--- src/rtl/sha_lane_arbiter.sv ---
// sha_lane_arbiter: round-robin sharing of one SHA-256 core among N_REQ
// byte-stream requesters, with digest compare and tagged result.
`timescale 1ns/1ps
module sha_lane_arbiter #(
  parameter int N_REQ   = 4,
  parameter int MAX_LEN = 55,
  parameter int TIMEOUT = 1023,
  localparam int ID_W   = (N_REQ > 1) ? $clog2(N_REQ) : 1
) (
  input  logic               clk,
  input  logic               reset,
  input  logic [255:0]       target_hash,
  input  logic [N_REQ-1:0]   req_valid,
  input  logic [8*N_REQ-1:0] req_data,
  input  logic [N_REQ-1:0]   req_last,
  output logic [N_REQ-1:0]   req_ready,
  output logic               sha_rst_n,
  output logic               sha_byte_rdy,
  output logic               sha_byte_stop,
  output logic [7:0]         sha_data,
  input  logic               sha_done,
  input  logic               sha_overflow_err,
  input  logic [255:0]       sha_digest,
  output logic               res_valid,
  output logic [ID_W-1:0]    res_id,
  output logic               res_match,
  output logic               res_err,
  output logic [255:0]       res_digest,
  output logic               busy
);

  localparam int CNT_W = $clog2(MAX_LEN + 1);
  localparam int TO_W  = $clog2(TIMEOUT + 2);

  typedef enum logic [2:0] {
    S_IDLE,
    S_STREAM,
    S_STOP,
    S_WAIT,
    S_REPORT
  } state_t;

  state_t state, state_n;

  logic [ID_W-1:0]  grant, last_grant, pick, cand;
  logic             found;
  logic [255:0]     target;
  logic [CNT_W-1:0] cnt;
  logic             err;
  logic [TO_W-1:0]  tcnt;
  logic             acc, lane_last, to_hit, wait_end, err_nx;
  logic [7:0]       lane_byte;
  logic [255:0]     dig_nx;
  int               idx;

  // search upward from the slot after the last served requester
  always_comb begin
    found = 1'b0;
    pick  = '0;
    cand  = '0;
    idx   = 0;
    for (int k = 1; k <= N_REQ; k++) begin
      idx  = (int'(last_grant) + k) % N_REQ;
      cand = idx[ID_W-1:0];
      if (!found && req_valid[cand]) begin
        found = 1'b1;
        pick  = cand;
      end
    end
  end

  assign acc       = (state == S_STREAM) && req_valid[grant];
  assign lane_byte = req_data[{grant, 3'b000} +: 8];
  assign lane_last = req_last[grant];
  assign to_hit    = (tcnt == TO_W'(TIMEOUT));
  assign wait_end  = (state == S_WAIT) &&
                     (sha_done || sha_overflow_err || to_hit);
  assign dig_nx    = sha_done ? sha_digest : '0;
  assign err_nx    = err || sha_overflow_err || (!sha_done && to_hit);

  assign sha_rst_n = (state != S_IDLE);
  assign busy      = (state != S_IDLE);

  always_comb begin
    req_ready = '0;
    if (state == S_STREAM) req_ready[grant] = 1'b1;
  end

  always_ff @(posedge clk or posedge reset) begin
    if (reset) state <= S_IDLE;
    else       state <= state_n;
  end

  always_comb begin
    state_n = state;
    unique case (state)
      S_IDLE:   if (found) state_n = S_STREAM;
      S_STREAM: if (acc && lane_last) state_n = S_STOP;
      S_STOP:   state_n = S_WAIT;
      S_WAIT:   if (wait_end) state_n = S_REPORT;
      S_REPORT: state_n = S_IDLE;
      default:  state_n = S_IDLE;
    endcase
  end

  always_ff @(posedge clk or posedge reset) begin
    if (reset) begin
      grant         <= '0;
      last_grant    <= ID_W'(N_REQ - 1);
      target        <= '0;
      cnt           <= '0;
      err           <= 1'b0;
      tcnt          <= '0;
      sha_data      <= '0;
      sha_byte_rdy  <= 1'b0;
      sha_byte_stop <= 1'b0;
      res_valid     <= 1'b0;
      res_id        <= '0;
      res_match     <= 1'b0;
      res_err       <= 1'b0;
      res_digest    <= '0;
    end else begin
      sha_byte_rdy  <= 1'b0;
      sha_byte_stop <= 1'b0;
      res_valid     <= 1'b0;
      unique case (state)
        S_IDLE: begin
          if (found) begin
            grant  <= pick;
            target <= target_hash;
            cnt    <= '0;
            err    <= 1'b0;
          end
        end
        S_STREAM: begin
          // bytes past MAX_LEN are swallowed so the sender can finish
          if (acc) begin
            if (cnt < CNT_W'(MAX_LEN)) begin
              sha_data     <= lane_byte;
              sha_byte_rdy <= 1'b1;
              cnt          <= cnt + 1'b1;
            end else begin
              err <= 1'b1;
            end
          end
        end
        S_STOP: begin
          sha_byte_stop <= 1'b1;
          tcnt          <= '0;
        end
        S_WAIT: begin
          if (wait_end) begin
            err        <= err_nx;
            res_valid  <= 1'b1;
            res_id     <= grant;
            res_err    <= err_nx;
            res_digest <= dig_nx;
            res_match  <= (dig_nx == target) && !err_nx;
          end else begin
            tcnt <= tcnt + 1'b1;
          end
        end
        S_REPORT: last_grant <= grant;
        default: ;
      endcase
    end
  end

endmodule

--- config.mk ---
export PLATFORM = sky130hd
export DESIGN_NAME = sha_lane_arbiter
export DESIGN_NICKNAME = d
export VERILOG_FILES = /design/src/rtl/sha_lane_arbiter.sv
export SDC_FILE = /design/constraint.sdc
export NUM_CORES = 1
export LEC_CHECK = 0
export CAP_MARGIN = 20
export CORE_AREA = 2 2 321 323
export CTS_CLUSTER_SIZE = 40
export DETAILED_ROUTE_END_ITERATION = 16
export DIE_AREA = 0 0 323 325
export GPL_ROUTABILITY_DRIVEN = 0
export GPL_TIMING_DRIVEN = 0
export PLACE_DENSITY = 0.6
export SETUP_SLACK_MARGIN = 0.05
export SYNTH_ARGS = -nofsm -noshare
export SYNTH_HDL_FRONTEND = slang
export SYNTH_SLANG_ARGS = --single-unit
export TNS_END_PERCENT = 50
--- constraint.sdc ---
create_clock -name clk -period 18.65 [get_ports clk]
set_clock_uncertainty 0.1 [all_clocks]
set_input_delay 2.7975 -clock clk [delete_from_list [all_inputs] [get_ports clk]]
set_output_delay 2.7975 -clock clk [all_outputs]
set_load 0.1 [all_outputs]
== Word level (Yosys, flattened, before mapping) ==
Index checks and enable logic that the tools add are counted.
Operators by class
  magnitude comparators: 7
  $add $sub $neg: 6
  shifts and indexed selects: 1
  multiplexer cells: 45
  eq/ne operators: 13
  reduce and logical (&&, ||, !) cells: 30
Operators by type and width (number)
  $eq 256x256->1: 1
  $mux 256: 1
  $shiftx 32x6->8: 1
  $pmux 11 s2: 1
  $mux 1: 21
  $mux 6: 3
  $lt 2x3->1 const B: 5
  $bmux 1 s2: 6
  $pmux 3 s4: 1
  $pmux 6 s2: 1
  $add 11x1->11 const B: 1
  $eq 11x10->1 const B: 1
  $mux 11: 1
  $ne 2x2->1 const B: 5
  $logic_and 1x1->1: 9
  $mux 3: 3
  $mux 2: 4
  $add 6x1->6 const B: 1
  $eq 3x2->1 const B: 2
  $lt 6x6->1 const B: 1
  $reduce_and 2->1: 3
  $reduce_and 3->1: 2
  $reduce_bool 3->1: 2
  $logic_not 1->1: 5
  14 further kinds: 21
Storage, ports and cells
  logic and storage cells: 117
  output and inout port bits: 277
  input port bits: 556
  flip-flop bits (word level): 552

== Longest topological paths before layout ==
Gate-level depths: netlist of the first run.
  depth in word-level cells: 15
  gate-level depth with buffers: 10
  depth with buffers taken out: 8

== Worst setup path after synthesis of the first run ==
No wires, ideal clock.
  path type: reg-to-output
  start: reg grant[1]
  end: out req_ready[2]
  required time: 15.752 ns
  buffers on the path: 1
  stages on the path, launching flop included: 4
  slack: 12.810 ns
  data arrival time: 2.943 ns
  cell sequence: dfrtp_1 -> clkbuf_1 -> inv_1 -> nor3_1
On the way
  word-level cells in the longest chain between the ends: 5
  elaborated cells on any way between the ends: 6
  those cells by class: 2 x order compare; 3 x mux; 1 x reduce/logical
Ends and longest elaborated chain
  start, declared: RTL line 45  | logic [ID_W-1:0] grant, last_grant, pick, cand;
  start signal, assigned: RTL line 129  | grant <= pick;
  $lt 2x3->1 (implied by the code) / $ge 2x1->1 (equally long branches): RTL line 86  | if (state == S_STREAM) req_ready[grant] = 1'b1;
  $logic_and 1x1->1 (implied by the code): RTL line 86
  $mux 1 (implied by the code): RTL line 86
  $demux 1 s2 (*): RTL line 86
  $mux 4 (*): RTL line 86
  end, declared: RTL line 16  | output logic [N_REQ-1:0] req_ready,
Mark *: on every way between the ends. The rest lies on a longest branch, timed or not.

== Worst setup path in the final report of the first run ==
  start: in sha_done
  end: reg res_match
On the way
  word-level cells in the longest chain between the ends: 5
  elaborated cells on any way between the ends: 11
  those cells by class: 1 x eq/ne; 1 x mux; 9 x reduce/logical
Ends and longest elaborated chain
  start, declared: RTL line 21  | input logic sha_done,
  parallel branches: the longest is 5 deep, another holds $mux 256
  end signal, assigned: RTL line 158  | res_match <= (dig_nx == target) && !err_nx;
  end, declared: RTL line 26  | output logic res_match,
Several ways; the timed one is not identified.
A chain may end at the register's enable or synchronous reset.

==> qor.txt, run 1 <==
Status = finished, final reports clean
Clock power share = 19.0%
Worst EP required = 19.10 ns
Slew of the pin with the lowest slew margin = 1.23 ns
Synth Area per Inst = 9.79 um2
Residual DRC count = 0
Die Wd = 323 um
RSZ-0062 raised after global routing = false
Core ar. = 101000 um2
Normalized max-slew margin = 18.0%
Final Power = 0.00771 W
Period minus WS final = 7.23 ns
Die height = 325 um
Fin Hold WS = 0.375 ns
Post-CTS Resized = 0
Peak supply drop = 116 uV
Largest net degree at the start of global routing = 115
Min-delay src = res_digest[71]$_DFFE_PP0P_
Inserted Clock Buffers = 70
Maximum clock rate = 138 MHz
Synthesized net count = 3310
Reg-to-Reg End = res_match$_DFFE_PP0P_
Pint = 0.00380 W
Vias in the first global route = 25800
DIE AREA = 105000 um2
Slowest cell on crit path = nor4_1
Mapped Cells = 2752
Final hold vios = 0
Top-Level Pins = 833
CTS tree = yes
Synth cell types = 60
Hold path cells = 2
RR Startpoint = tcnt[0]$_DFFE_PP0P_
Area growth syn-to-layout = 48.5%
Antenna viol nets, final = 0
CTS clk-pin slew, worst paths = 0.06 ns
Warnings from Yosys = 0
Post-synthesis sequential area ratio = 51.3%
Initial Util = 26.6%
All-layer global routing usage = 30.9%
Via Count = 27000
DR vias/cell = 5.26
Placed inst area = 37500 um2
#FFs+latches synth = 552
Min-Delay Endpoint = res_digest[71]$_DFFE_PP0P_
Setup repair bufs after CTS = 0
Initial antenna violation count = 64
CTS Hold Bufs = 0
Combinational Power Share = 52.9%
Ys flop type = dfrtp_1
Crit Path Max Fanout = 10
Final Util = 39.5%
Average routed wire per standard cell = 32.4 um
Critical Path AT = 7.68 ns
Final period utilization = 38.8%
Post-synth ARST share = 100%
Most frequent CP cell = buf_2
Cells on worst reg2reg path = 10
Sw Share = 50.6%
Reg-to-reg setup timing slack = 14.57 ns
CTS Sinks = 552
GRT overflow = 0
Cell Area, Synth = 26900 um2
Crit-path cells = clkdlybuf4s50_1 -> buf_2 -> buf_2 -> buf_2 -> clkbuf_2 -> a22oi_1 -> nor4_1 -> and4_1 -> nand4_1 -> o31ai_2
PortBufs = 832
Max Root-Sink Buffers = 3
DRT Pass-1 Iters = 6
Clock Latency Late Sink = 0.66 ns
Hold crit path type = flip-flop to flip-flop
Post-Place Cells = 4978
Crit start category = input pin
Root Buffer = clkbuf_16
PwrDens = 193 nW/um2
Detail Placement HPWL = 130 mm
Crit end category = flip-flop
Layout cell share with drive strength beyond 1 = 13.1%
Post-route design area = 40000 um2
Fill cells = 10100
First-pass GRT wire length = 219 mm
EDFF count, synth = 0
Sw Pwr = 0.00390 W
Max Cap Violations = 0
# rows = 117
Max stage delay on crit path = 0.84 ns
WS Path Type = input pin to flip-flop
Nets = 4245
1st-iter DRT viols = 2453
Final Setup Violations = 0
Sequential share of power = 28.1%
Max-slew violation count = 0
Final std cells w/o fill = 5134
Htree depth = 3
Routed wire length = 166 mm
Leak = 16.1 nW
## sequential cells by signal, indices dropped and copies added (netlist names)
name           count
cnt                6
err                1
grant              2
last_grant         2
res_digest       256
res_err            1
res_id             2
res_match          1
res_valid          1
sha_byte_rdy       1
sha_byte_stop      1
sha_data           8
state              3
target           256
tcnt              11
## cells by family after synthesis
kind of cell | synth area share, %
AOI/OAI and AO/OA | 14.5
xor gates and xnor gates | 3.93
adders and majority gates | 0.0929
muxes | 11.5
buffers and inverters | 2.79
DFF | 51.3
and+or+nand+nor | 16.0
## layout by cell type (no fill, tap or decap), types with 7 or more instances in the layout
cell type and n:
a21oi_1 22, nor2_1 135, nor4bb_1 22, clkdlybuf4s50_1 832
xnor2_1 103, diode_2 23, clkbuf_16 70, nor4_1 28
buf_2 35, dfrtp_1 550, nand4b_1 7, nor3_1 9
nand4_1 14, nand3_1 89, clkinv_2 14, xor2_1 18
nand3b_1 22, clkbuf_1 107, o22ai_1 17, nand2_1 597
o21ai_0 409, a22oi_1 101, inv_1 36, clkbuf_2 16
buf_8 17, bufinv_16 9, mux4_2 10, mux2_2 251
a31o_2 22, o31ai_1 53, clkbuf_8 8, nor2b_1 16
## worst max-delay path: cells and delay by family
| family | cells | cell delay, ns |
|---|---|---|
| AO/OA/AOI/OAI | 2 | 0.79 |
| buffers and inverters | 5 | 2.80 |
| AND/OR/NAND/NOR | 3 | 1.27 |
## how the worst max path moves through the flow
stage,start,end,cells after the start
final,sha_done,res_match$_DFFE_PP0P_,10
after global routing,sha_done,res_match$_DFFE_PP0P_,10
after CTS,sha_done,res_digest[123]$_DFFE_PP0P_,9
after detailed placement,sha_done,res_digest[123]$_DFFE_PP0P_,9
after global placement,reset,sha_data[2]$_DFFE_PP0P_,2
after floorplan,reset,cnt[0]$_DFFE_PP0P_,1
## metal layers
layer	track usage, %	vias up	part of all wire, %
met3	8.85	326	9.1
met2	50.1	1399	46
met4	12.8	44	4.4
met1	38.2	13600	40
met5	0	-	0.16
li1	-	11600	-
## power groups by stage
stage | Combinational (W) | Clock [W] | Sequential, W
after global routing | 0.00425 | 0.00153 | 0.00223
after global placement | 0.00400 | 0 | 0.00215
after CTS | 0.00409 | 0.00149 | 0.00215
after detailed placement | 0.00408 | 0 | 0.00216
after floorplan | 0.00127 | 0 | 0.00352
final | 0.00408 | 0.00147 | 0.00216
## cell type report
cell class                 instances  area (um2)  share of cell area (%)
antenna                           23        57.6                   0.144
buffer                           149         633                    1.58
clock buffer                      92        1910                    4.78
clock inverter                    36         492                    1.23
inverter                          37         146                   0.366
multi-input combinational       2014       12400                    30.9
sequential                       552       13800                    34.5
tap                             1368        1710                    4.28
timing repair buffer             863        8860                    22.1
## stage by stage
| stage | TNS [ns] | worst slack (ns) |
|---|---|---|
| finish | 0 | 11.42 |
| global route | 0 | 11.25 |
| CTS | 0 | 11.31 |
| detailed placement | 0 | 10.60 |
| global placement | -4527.55 | -8.38 |
| floorplan | 0 | 0.322 |
## Yosys cell counts, drive strengths merged, types with 2 or more instances
cell type,number,area share (%)
nand3b,22,0.61
nor4bb,22,0.82
dfstp,2,0.20
mux2,251,10
a31oi,6,0.14
buf,40,0.76
nor2,135,1.9
mux4,10,0.84
clkbuf,109,1.5
nor3b,3,0.084
inv,37,0.52
and4,5,0.16
o31ai,55,1.6
nor4b,3,0.098
nor2b,16,0.37
nand2,597,8.3
nand3,91,1.8
o21ai,409,7.6
and3,2,0.051
nor3,10,0.20
a2111oi,3,0.098
ha,2,0.093
a22oi,101,2.8
nand2b,5,0.12
mux2i,4,0.15
o21a,2,0.056
a222oi,4,0.15
o22ai,17,0.39
a21oi,22,0.41
a41o,2,0.074
xnor2,103,3.3
xor2,18,0.59
nand4b,7,0.23
o221ai,2,0.065
nor4,29,0.67
or3,2,0.046
dfrtp,550,51
or4,6,0.17
nand4,14,0.33
a31o,22,0.72
(Power assumes the default switching activity.)
==> run 2, diff against run 1 <==
==> constraint.sdc (replaced) <==
create_clock -name clk -period 5.8 [get_ports clk]
set_clock_uncertainty 0.1 [all_clocks]
set_input_delay 0.87 -clock clk [delete_from_list [all_inputs] [get_ports clk]]
set_output_delay 0.87 -clock clk [all_outputs]
set_load 0.1 [all_outputs]
==> qor.txt, run 2 (synthesized netlist as in run 1, its figures left out) <==
Htree depth = 3
Clock Latency Late Sink = 0.65 ns
PwrDens = 618 nW/um2
CTS tree = yes
Area growth syn-to-layout = 49.0%
Vias in the first global route = 26400
Highest-count cells in the layout ignoring fill and taps = 832 x clkdlybuf4s50_1, 597 x nand2_1, 550 x dfrtp_1
Maximum clock rate = 181 MHz
Biggest regs = res_digest (256), target (256), tcnt (11)
Normalized max-slew margin = 19.4%
Commonest non-fill, non-tap cell in the layout = clkdlybuf4s50_1
Inserted Clock Buffers = 71
RSZ-0062 raised after global routing = false
Min-delay src = res_digest[185]$_DFFE_PP0P_
WS Path Type = input pin to flip-flop
Final setup margin = 0.281 ns
Die Wd = 323 um
RR Startpoint = tcnt[0]$_DFFE_PP0P_
Final std cells w/o fill = 5131
Initial Util = 26.6%
Routed wire length = 166 mm
Crit Path Max Fanout = 11
Pre-CTS WS = -0.660 ns
Post-CTS Resized = 1
Fill cells = 10200
Max Root-Sink Buffers = 3
Reg-to-reg setup timing slack = 1.66 ns
Via Count = 27000
Leak = 16.1 nW
# rows = 117
Top-Level Pins = 833
Setup repair bufs after CTS = 0
Core ar. = 101000 um2
Cells on worst reg2reg path = 10
Layout cell share with drive strength beyond 1 = 13.2%
Max-slew violation count = 0
Residual DRC count = 0
Worst EP required = 6.25 ns
CTS Sinks = 552
First-pass GRT wire length = 222 mm
PortBufs = 832
Crit start category = input pin
Final hold vios = 0
Antenna viol nets, final = 0
Largest net degree at the start of global routing = 41
DIE AREA = 105000 um2
1st-iter DRT viols = 2348
Final Util = 39.6%
Die height = 325 um
GRT overflow = 0
Initial antenna violation count = 53
Nets = 4248
DR vias/cell = 5.27
Final Setup Violations = 0
Hold crit path type = flip-flop to flip-flop
Hold path cells = 2
Multi-input logic area = 12400 um2
FF/Latch Area = 13800 um2
Slew of the pin with the lowest slew margin = 1.21 ns
Max Cap Violations = 0
Min-Delay Endpoint = res_digest[185]$_DFFE_PP0P_
All-layer global routing usage = 31.1%
DRT Pass-1 Iters = 5
Detail Placement HPWL = 131 mm
CTS Hold Bufs = 0
Critical Path AT = 5.97 ns
Peak supply drop = 323 uV
Reg-to-Reg End = res_match$_DFFE_PP0P_
Final period utilization = 95.2%
CTS clk-pin slew, worst paths = 0.06 ns
Post-Place Cells = 4982
Root Buffer = clkbuf_16
Fin Hold WS = 0.378 ns
Crit end category = flip-flop
Status = finished, final reports clean
Average routed wire per standard cell = 32.4 um
Period minus WS final = 5.52 ns
[run 2: worst max-delay path: stages]
cell and delay (ns):
clkdlybuf4s50_1 0.67, buf_2 0.50, clkbuf_2 0.70, nand2_1 0.45
a22oi_1 0.65, nand4_1 0.30, nor4_1 0.40, nand4_1 0.36
nor4_1 0.51, nand4_1 0.24, o31ai_2 0.27
[run 2: cell type report]
class                           count  share of cell area, %
Tap cell                         1368                   4.26
Multi-Input combinational cell   2014                   30.9
Antenna cell                       20                  0.125
Inverter                           37                  0.355
Clock inverter                     31                   1.07
Buffer                            149                   1.58
Sequential cell                   552                   34.4
Clock buffer                       95                   4.99
Timing Repair Buffer              865                   22.3
[run 2: how the worst max path moves through the flow]
stage                     startpoint                 endpoint  slack (ns)  cells after the start
after detailed placement    sha_done    res_match$_DFFE_PP0P_       -0.66                     10
after CTS                   sha_done    res_match$_DFFE_PP0P_        0.09                     10
after global placement         reset  sha_data[0]$_DFFE_PP0P_       -7.22                      2
after global routing        sha_done    res_match$_DFFE_PP0P_        0.32                     10
after floorplan                reset       cnt[0]$_DFFE_PP0P_       -2.68                      1
final                       sha_done    res_match$_DFFE_PP0P_        0.28                     11
[run 2: power by group]
| group | internal [W] | switching (W) |
|---|---|---|
| clock | 0.00284 | 0.00190 |
| combinational | 0.00397 | 0.00916 |
| sequential | 0.00550 | 0.00146 |
[run 2: metrics by stage]
| stage | area [um2] | setup TNS (ns) | power, W |
|---|---|---|---|
| floorplan | 26900 | -1475.25 | 0.0154 |
| global placement | 37000 | -4095.73 | 0.0197 |
| detailed placement | 37600 | -24.03 | 0.0201 |
| CTS | 40000 | 0 | 0.0248 |
| global route | 40100 | 0 | 0.0258 |
| finish | 40100 | 0 | 0.0248 |
[run 2: per-layer routing]
metal / track usage [%] / vias up / routed length (um)
li1: - / 11600 / -
met2: 51.1 / 1370 / 78000
met3: 7.74 / 324 / 14600
met5: 0 / - / 284
met4: 12.2 / 44 / 7060
met1: 39.0 / 13600 / 66400
